`config.mk`:
```
export PLATFORM = sky130hd
export DESIGN_NAME = stuff_remover
export DESIGN_NICKNAME = d
export VERILOG_FILES = /design/src/rtl/stuff_pkg.sv /design/src/rtl/slot_pattern_gen.sv /design/src/rtl/stuff_remover.sv
export SDC_FILE = /design/constraint.sdc
export NUM_CORES = 1
export LEC_CHECK = 0
export ABC_CLOCK_PERIOD_IN_PS = 4750
export CORE_UTILIZATION = 64
export CTS_CLUSTER_DIAMETER = 60
export CTS_CLUSTER_SIZE = 10
export DETAILED_ROUTE_END_ITERATION = 8
export DONT_BUFFER_PORTS = 1
export PLACE_DENSITY = 0.87
export SETUP_SLACK_MARGIN = 0.15
export SLEW_MARGIN = 5
export SYNTH_ARGS = -nofsm -noshare
export SYNTH_HDL_FRONTEND = slang
export SYNTH_SLANG_ARGS = --single-unit
```
`constraint.sdc`:
```
create_clock -name clk -period 4.75 [get_ports clk]
set_input_delay 1.1875 -clock clk [delete_from_list [all_inputs] [get_ports clk]]
set_output_delay 1.1875 -clock clk [all_outputs]
set_load 0.01 [all_outputs]
```
`src/rtl/stuff_pkg.sv`:
```
// stuff_pkg: shared types and helpers for the stuff/data slot
// marker and remover pair.
package stuff_pkg;

  localparam int MPT_W_DEF  = 8;
  localparam int DATA_W_DEF = 8;
  localparam int ACC_W      = MPT_W_DEF + 1;

  typedef enum logic [1:0] {
    IDLE,
    RUN,
    WAIT_SOF
  } state_e;

  // A frame needs at least two slots and 1..pm data slots.
  function automatic logic legal_cfg(
    input int unsigned pm,
    input int unsigned cm
  );
    return (pm >= 2) && (cm >= 1) && (cm <= pm);
  endfunction

endpackage

```
`src/rtl/slot_pattern_gen.sv`:
```
// slot_pattern_gen: regenerates the data/stuff slot pattern
// ds_j = ((j*cm) mod pm) < cm with a modulo accumulator.
module slot_pattern_gen
  import stuff_pkg::*;
#(
  parameter int MPT_W = MPT_W_DEF
) (
  input  logic             clk,
  input  logic             rst_n,
  input  logic             start_i,
  input  logic             step_i,
  input  logic [MPT_W-1:0] pm_i,
  input  logic [MPT_W-1:0] cm_i,
  output logic             ds_o,
  output logic             last_o
);

  localparam int AW = MPT_W + 1;

  logic [AW-1:0]    acc_q, acc_d, base, s;
  logic [MPT_W-1:0] j_q, j_d;

  // Pattern bit and next accumulator for the slot being stepped.
  always_comb begin
    base   = start_i ? '0 : acc_q;
    s      = base + {1'b0, cm_i};
    ds_o   = (s >= {1'b0, pm_i});
    acc_d  = ds_o ? (s - {1'b0, pm_i}) : s;
    j_d    = start_i ? MPT_W'(1) : (j_q + 1'b1);
    last_o = (j_d == pm_i);
  end

  // Advance accumulator and slot index on every stepped slot.
  always_ff @(posedge clk or negedge rst_n) begin
    if (!rst_n) begin
      acc_q <= '0;
      j_q   <= '0;
    end else if (step_i) begin
      acc_q <= acc_d;
      j_q   <= j_d;
    end
  end

endmodule

```
`src/rtl/stuff_remover.sv`:
```
// stuff_remover: forwards data slots of a framed slot stream,
// drops stuff slots and flags framing/config errors.
module stuff_remover
  import stuff_pkg::*;
#(
  parameter int MPT_W  = MPT_W_DEF,
  parameter int DATA_W = DATA_W_DEF
) (
  input  logic              clk,
  input  logic              rst_n,
  input  logic [MPT_W-1:0]  pm,
  input  logic [MPT_W-1:0]  cm,
  input  logic [DATA_W-1:0] data_in,
  input  logic              sof_in,
  input  logic              valid_in,
  output logic [DATA_W-1:0] data_out,
  output logic              valid_out,
  output logic              sof_out,
  output logic              eof_out,
  output logic              ds_out,
  output logic              err_sof_early,
  output logic              err_sof_late,
  output logic              input_err
);

  state_e state_q, state_d;

  logic [MPT_W-1:0]  pm_q, pm_d, cm_q, cm_d;
  logic [MPT_W-1:0]  pm_eff, cm_eff;
  logic [DATA_W-1:0] data_q, data_d;
  logic valid_q, valid_d, sof_q, sof_d, eof_q, eof_d;
  logic ds_q, ds_d, early_q, early_d;
  logic late_q, late_d, ierr_q, ierr_d;
  logic seen_q, seen_d, arm_q, arm_d;
  logic start, step, ds, last;

  // A starting slot uses the config being sampled right now.
  assign pm_eff = start ? pm : pm_q;
  assign cm_eff = start ? cm : cm_q;

  slot_pattern_gen #(
    .MPT_W (MPT_W)
  ) u_pat (
    .clk     (clk),
    .rst_n   (rst_n),
    .start_i (start),
    .step_i  (step),
    .pm_i    (pm_eff),
    .cm_i    (cm_eff),
    .ds_o    (ds),
    .last_o  (last)
  );

  // Frame FSM and next values of all registered outputs.
  always_comb begin
    state_d = state_q;
    pm_d    = pm_q;
    cm_d    = cm_q;
    data_d  = data_q;
    valid_d = 1'b0;
    sof_d   = 1'b0;
    eof_d   = 1'b0;
    ds_d    = ds_q;
    early_d = 1'b0;
    late_d  = 1'b0;
    ierr_d  = 1'b0;
    seen_d  = seen_q;
    arm_d   = arm_q;
    start   = 1'b0;
    step    = 1'b0;
    if (valid_in) begin
      if (sof_in) begin
        pm_d    = pm;
        cm_d    = cm;
        early_d = (state_q == RUN);
        arm_d   = 1'b0;
        if (legal_cfg(32'(pm), 32'(cm))) begin
          start   = 1'b1;
          step    = 1'b1;
          seen_d  = 1'b0;
          state_d = RUN;
        end else begin
          ierr_d  = 1'b1;
          state_d = WAIT_SOF;
        end
      end else if (state_q == RUN) begin
        step = 1'b1;
      end else begin
        late_d = arm_q;
      end
      if (step) begin
        ds_d = ds;
        if (ds) begin
          valid_d = 1'b1;
          data_d  = data_in;
          sof_d   = start | ~seen_q;
          eof_d   = last;
          seen_d  = 1'b1;
        end
        if (last) begin
          state_d = WAIT_SOF;
          arm_d   = 1'b1;
        end
      end
    end
  end

  // State and output registers; reset aborts any frame.
  always_ff @(posedge clk or negedge rst_n) begin
    if (!rst_n) begin
      state_q <= IDLE;
      pm_q    <= '0;
      cm_q    <= '0;
      data_q  <= '0;
      valid_q <= 1'b0;
      sof_q   <= 1'b0;
      eof_q   <= 1'b0;
      ds_q    <= 1'b0;
      early_q <= 1'b0;
      late_q  <= 1'b0;
      ierr_q  <= 1'b0;
      seen_q  <= 1'b0;
      arm_q   <= 1'b0;
    end else begin
      state_q <= state_d;
      pm_q    <= pm_d;
      cm_q    <= cm_d;
      data_q  <= data_d;
      valid_q <= valid_d;
      sof_q   <= sof_d;
      eof_q   <= eof_d;
      ds_q    <= ds_d;
      early_q <= early_d;
      late_q  <= late_d;
      ierr_q  <= ierr_d;
      seen_q  <= seen_d;
      arm_q   <= arm_d;
    end
  end

  assign data_out      = data_q;
  assign valid_out     = valid_q;
  assign sof_out       = sof_q;
  assign eof_out       = eof_q;
  assign ds_out        = ds_q;
  assign err_sof_early = early_q;
  assign err_sof_late  = late_q;
  assign input_err     = ierr_q;

endmodule

```
==> out/metrics.cfg, run 1 <==
[run_status]
status = complete, but fails checks
violations = negative setup slack

[route]
dr.first_iter.drc_count = 419
wl_microns = 12100
avgViaCountPerCell = 7.03
wire_per_inst_microns = 23.9
num_vias = 3556
dr.pass1.iters = 5
antenna_left = 0
drc = 0

[cts]
cts_tree = yes
cts.sinks = 52
clk_path_buf_depth = 2
clock_tree.root_cell = clkbuf_8
tritoncts.num_buffers = 5
clk_pin_slew_ns = 0.10
htree_levels = 2
clk_latency_ns = 0.32

[worst_setup_path]
cp_cell_sequence = nor4_1 > nand2_1 > nand3_1 > nor3_4 > buf_6 > mux2_4 > buf_6 > fa_2 > a21oi_2 > nor2b_2 > o31ai_2 > nor2b_4 > xnor2_2 > ha_4 > buf_6 > or3_4 > o21ai_2 > a21oi_2 > buf_4 > nand2_1 > mux2i_1 > a32o_1
start_kind = input pin
cp_slowest_stage_delay_ns = 0.51
rr_endpoint = u_pat.acc_q[8]
path_max_fanout = 5
r2r_setup_slack_ns = 1.13
path_buf_inv = 4
end_kind = register
cp_common_cell = buf_6
slowest_stage = nor4_1
worst-r2r-cell-count = 17
cp_top_family = simple AND/OR/NAND/NOR gates
cp.required_ns = 4.97
path_class = in2reg
cp.arrival_ns = 5.50
timing.rr.start = cm_q[0]

[synth]
syn_inst = 370
synth-seq-cells = 52
synth.avg_cell_area_sq_um = 9.52
synth_area_sq_mm = 0.00352
ys.flop_type = dfrtp_1
synth-edff-count = 0
ys.warnings.count = 0
synth_cell_types = 49
async_flop_share_pct = 100
yosysSeqAreaShare_pct = 37.0
yosys-top-cells-area = dfrtp_1 (37%), ha_1 (8.9%), mux2_2 (6.4%)
mappedNetlistNets = 425
synth_top_area_share_pct = 37.0
yosys.area.top_type = dfrtp_1

[cells_and_area]
fin_cells = 506
final_cell_mix = buf_4 (63), dfrtp_1 (52), nand2_1 (27), nor2_1 (23)
area_growth_pct = 29.3
antenna_cells = 0
post-route-util_pct = 87.5
final_common_cell = buf_4
stdcell_area_sq_mm = 0.00455
fin_nets = 490
fillerInstances = 239
drive_gt1_share_pct = 35.8

[power]
power.density_mw_per_mm2 = 828
ir_worst_vdd_uv = 1210
leakagePower_nw = 1.98
power_mw = 3.77

[sta]
hold_viol = 0
max_freq_mhz = 189
hold_ws_ns = 0.470
fin_tns_setup_ns = -8.97
slew-limit-headroom_pct = 45.5
fin_ws_ns = -0.531
finalCritPeriodShare_pct = 111
tightest_slew_ns = 0.816
slew_violations = 0
skew_ns = 0.0126
setup_viol = 22
rsz0062_at_grt = yes
fin_crit_ns = 5.28

[floorplanning]
num_rows = 26
dieArea_sq_mm = 0.00580
design.core.area_sq_mm = 0.00520
ios = 43
initial_utilization_pct = 67.6
die_y_microns = 76.2
die_x_microns = 76.2

[global_route]
grt_pass1_vias = 3445
antenna_found_initial = 0
grt_overflow = 0
gr-usage-all-layers_pct = 37.5
grt_max_degree = 53
grt_pass1_wl_microns = 16900

[place]
postPlaceCellArea_sq_mm = 0.00406
numPortBuffers = 0
placedCellCount = 477
dp.final_hpwl_microns = 6820
gp_congestion = 1.03
place_ws_ns = -0.679

[worst_hold_path]
hp-class = reg2reg
hold_depth = 1
whs_endpoint = sof_out
min_from = seen_q

[job]
drv_cap = 0

-- worst register-to-register path, delay by kind of cell, from the launching register on --
family                     cells  cell delay [ns]
AOI/OAI and AO/OA              5             0.84
xor gates and xnor gates       1             0.14
adders and majority gates      3             0.78
buffers and inverters          2             0.28
DFF                            1             0.41
muxes                          2             0.37
and+or+nand+nor                4             0.71
-- logic make-up (layout without fill, tap and decap cells) --
logic type / after synthesis / in the layout / synth area share [%]
AOI/OAI and AO/OA: 104 / 104 / 19.2
and+or+nand+nor: 100 / 100 / 14.0
DFF: 52 / 52 / 37.0
muxes: 34 / 34 / 10.5
buffers and inverters: 30 / 96 / 3.62
adders and majority gates: 27 / 27 / 10.0
xor gates and xnor gates: 23 / 23 / 5.72
-- state kept, by name, summed over array words and instances (netlist names) --
name	cells
arm_q	1
cm_q	8
data_out	8
ds_out	1
eof_out	1
err_sof_early	1
err_sof_late	1
input_err	1
pm_q	8
seen_q	1
sof_out	1
state_q	2
u_pat.acc_q	9
u_pat.j_q	8
valid_out	1
-- timing repair --
item                       4_1_cts  5_1_grt
setup endpoints to repair       22       22
hold buffers                     0        0
resized for setup               32       19
cloned                           0        0
pin swaps                       18       20
buffers inserted                12        9
-- power by group --
group	internal, mW	switching, mW	total [mW]
registers	0.577	0.156	0.733
clock network	0.105	0.164	0.269
logic	1.37	1.40	2.77
-- how the worst max path moves through the flow --
stage                     start              to  slack, ns  depth (start not counted)
after floorplan           pm[3]     data_out[0]      -0.40                         20
after global placement    cm[0]     data_out[5]      -0.46                         21
after detailed placement  cm[0]     data_out[4]      -0.68                         21
after CTS                 cm[1]     data_out[4]      -0.30                         20
after global routing      cm[0]  u_pat.acc_q[8]      -0.66                         22
final                     cm[0]  u_pat.acc_q[8]      -0.53                         22
-- area by class of cell --
cell class	count	area (sq um)	area share (%)
multi-input cells	288	2430	53.3
flip-flops and latches	52	1300	28.6
repair buffers	70	556	12.2
inverters	18	92.6	2.03
well taps	70	87.6	1.92
clock buffers	5	68.8	1.51
clock inverters	3	21.3	0.467
-- synthesized netlist by cell type (all sizes together), types with 4 or more instances --
master / count
a21oi: 25
a22o: 4
a31oi: 8
buf: 8
clkbuf: 4
dfrtp: 52
ha: 25
inv: 18
mux2: 24
mux2i: 10
nand2: 27
nand3: 6
nand4: 6
nor2: 25
nor2b: 15
nor3: 10
o21a: 5
o21ai: 31
o31ai: 10
xnor2: 17
xor2: 6
-- per-layer routing --
metal,part of all wire (%),wire length (microns),vias to the layer above,GRT usage (%)
met3,10,1220,100,7.31
met2,47,5650,308,64.4
met4,7.5,904,0,21.2
met5,0,0,-,0
li1,-,-,1466,-
met1,36,4350,1682,44.1
Power figures use the tool's default switching activity.
==> inputs of run 2 (changes only) <==
Settings changed: ABC_AREA from default to 1.
==> run 2 against run 1 <==
  * The flow now finishes without violations
  * Largest cell class unchanged
  * Area after synthesis rose by 4.3%
  * Final cell count rose by 24%
  * Largest power group unchanged
  * Clock power rose by 2%
==> out/metrics.cfg, run 2 <==
[run_status]
status = finished clean

[sta]
fin_ws_ns = 0.0364
tightest_slew_ns = 0.362
setup_viol = 0
rsz0062_at_grt = yes
hold_viol = 0
slew-limit-headroom_pct = 75.9
max_freq_mhz = 212
skew_ns = 0.0149
fin_crit_ns = 4.71
finalCritPeriodShare_pct = 99.2
slew_violations = 0

[power]
p_int_mw = 1.61
power_mw = 3.10
p_sw_mw = 1.49
p_sw_share_pct = 47.9
p_clk_share_pct = 8.9
p_comb_share_pct = 68.3
power.density_mw_per_mm2 = 701
seq_power_share_pct = 22.8
ir_worst_vdd_uv = 411
leakagePower_nw = 2.35

[floorplanning]
dieArea_sq_mm = 0.00604
die_x_microns = 77.7
design.core.area_sq_mm = 0.00551
num_rows = 27
ios = 43
initial_utilization_pct = 66.7
die_y_microns = 77.7

[synth]
ys.flop_type = dfrtp_1
mappedNetlistNets = 572
synth_cell_types = 36
async_flop_share_pct = 100
synth-seq-cells = 52
synth-edff-count = 0
ys.warnings.count = 0
yosys.area.top_type = dfrtp_1
yosys-top-cells-area = dfrtp_1 (35%), nand2_1 (17%), ha_1 (8.5%)
yosysMostFrequentCell = nand2_1
yosysSeqAreaShare_pct = 35.4
synth_area_sq_mm = 0.00367
synth_top_area_share_pct = 35.4
syn_inst = 517
synthTopCellsByCount = nand2_1 (169), inv_1 (62), dfrtp_1 (52), o21ai_0 (35), nor2_1 (30)
synth.avg_cell_area_sq_um = 7.10

[cts]
clock_tree.root_cell = clkbuf_8
clk_path_buf_depth = 2
clk_pin_slew_ns = 0.11
cts_tree = yes
cts.sinks = 52
tritoncts.num_buffers = 5
clk_latency_ns = 0.33
htree_levels = 2

[worst_setup_path]
cp_slowest_stage_delay_ns = 0.39
cp_cell_sequence = ha_4 > a21o_1 > nor2_1 > nand2_1 > nand2_2 > nand3_4 > nand2_2 > o21ai_2 > ha_2 > fa_2 > a21oi_2 > o21bai_1 > a21oi_1 > o21ai_1 > xor2_1 > ha_1 > inv_2 > nor3_4 > nand4_1 > and2_4 > nand4_4 > buf_4 > nand2_1 > a31oi_1
cp.required_ns = 4.99
start_kind = input pin
slowest_stage = ha_1
end_kind = register
path_buf_inv = 2
path_max_fanout = 6
cp.arrival_ns = 4.95
path_class = in2reg
cp_top_family = simple AND/OR/NAND/NOR gates

[route]
dr.first_iter.drc_count = 474
avgViaCountPerCell = 5.84
drc = 0
wl_microns = 10200
antenna_left = 0
wire_per_inst_microns = 16.2
dr.pass1.iters = 6
num_vias = 3667

[global_route]
grt_pass1_wl_microns = 15600
grt_pass1_vias = 3464
grt_max_degree = 53
gr-usage-all-layers_pct = 33.1
grt_overflow = 0
antenna_found_initial = 0

[cells_and_area]
fin_nets = 610
post-route-util_pct = 80.3
final_common_cell = nand2_1
drive_gt1_share_pct = 22.8
largest_reg_flops = 9
final_cell_mix = nand2_1 (161), inv_1 (57), dfrtp_1 (52), buf_4 (42), o21ai_0 (30)
largest_register = u_pat.acc_q
stdcell_area_sq_mm = 0.00442
antenna_cells = 0
fin_cells = 628
area_growth_pct = 20.4

[place]
numPortBuffers = 0
placedCellCount = 610
dp.final_hpwl_microns = 6860
gp_congestion = 0.925
place_ws_ns = -0.210
postPlaceCellArea_sq_mm = 0.00410

[job]
drv_cap = 0

[worst_hold_path]
hp-class = reg2reg

## run 2: cell types whose count changed after synthesis, sizes merged, moves of 7 or more
cell,change
nand2,+148
inv,+59
mux2,-24
nand3,+19
nor2b,-15
xnor2,-15
mux2i,-10
nand4,+10
o31ai,-10
o21ai,+8
xor2,+8
nor2,+7
## run 2: final cells by class
| class | instances | area [sq um] |
|---|---|---|
| Tap cell | 72 | 90.1 |
| Clock inverter | 3 | 22.5 |
| Inverter | 78 | 339 |
| Multi-Input combinational cell | 373 | 2250 |
| Clock buffer | 5 | 68.8 |
| Sequential cell | 52 | 1300 |
| Fill cell | 336 | 1090 |
| Timing Repair Buffer | 45 | 349 |
## run 2: final timing paths
kind	end	slack, ns	depth (start not counted)	from
min in group asynchronous	u_pat.acc_q[5]	0.54	0	rst_n
max in group asynchronous	cm_q[1]	4.08	0	rst_n
min	sof_out	0.46	1	seen_q
max	u_pat.acc_q[2]	0.04	24	cm[7]
max reg2reg	u_pat.acc_q[2]	1.35	18	cm_q[0]
min reg2reg	sof_out	0.46	1	seen_q
## run 2: repair_timing
| item | in CTS | in global routing |
|---|---|---|
| buffers inserted | 0 | 8 |
| gates cloned | 0 | 2 |
| gates resized for setup | 3 | 39 |
| hold buffers | 0 | 0 |
| endpoints found under the setup margin | 10 | 22 |
| pin swaps | 0 | 33 |
## run 2: cell families (layout without fill, tap and decap cells)
group	count (synthesis)	in the layout	synth area share, %
xor+xnor	16	16	3.82
fa+ha+maj	27	27	9.61
flops	52	52	35.4
buf+inv	93	131	10.4
compound gates	73	73	10.9
simple gates	256	257	29.8
## run 2: metal layers
metal | wire length, microns | vias to the layer above | GRT usage, % | share of wire, %
met5 | 0 | - | 0 | 0
met4 | 358 | 0 | 10.8 | 3.5
met3 | 869 | 50 | 6.47 | 8.5
met2 | 4960 | 221 | 54.7 | 49
met1 | 3990 | 1674 | 43.6 | 39
li1 | - | 1722 | - | -
## run 2: stage by stage
stage               setup TNS (ns)  hold slack (ns)
global route                 -1.67            0.475
floorplan                  -0.0643            0.416
CTS                              0            0.457
detailed placement           -3.33            0.441
finish                           0            0.456
global placement            -0.147            0.438
## run 2: power groups by stage
stage / combinational, mW / sequential (mW) / clock (mW)
finish: 2.12 / 0.706 / 0.275
global route: 2.31 / 0.722 / 0.288
CTS: 1.73 / 0.702 / 0.271
detailed placement: 1.70 / 0.708 / 0
global placement: 1.62 / 0.701 / 0
floorplan: 1.24 / 0.678 / 0
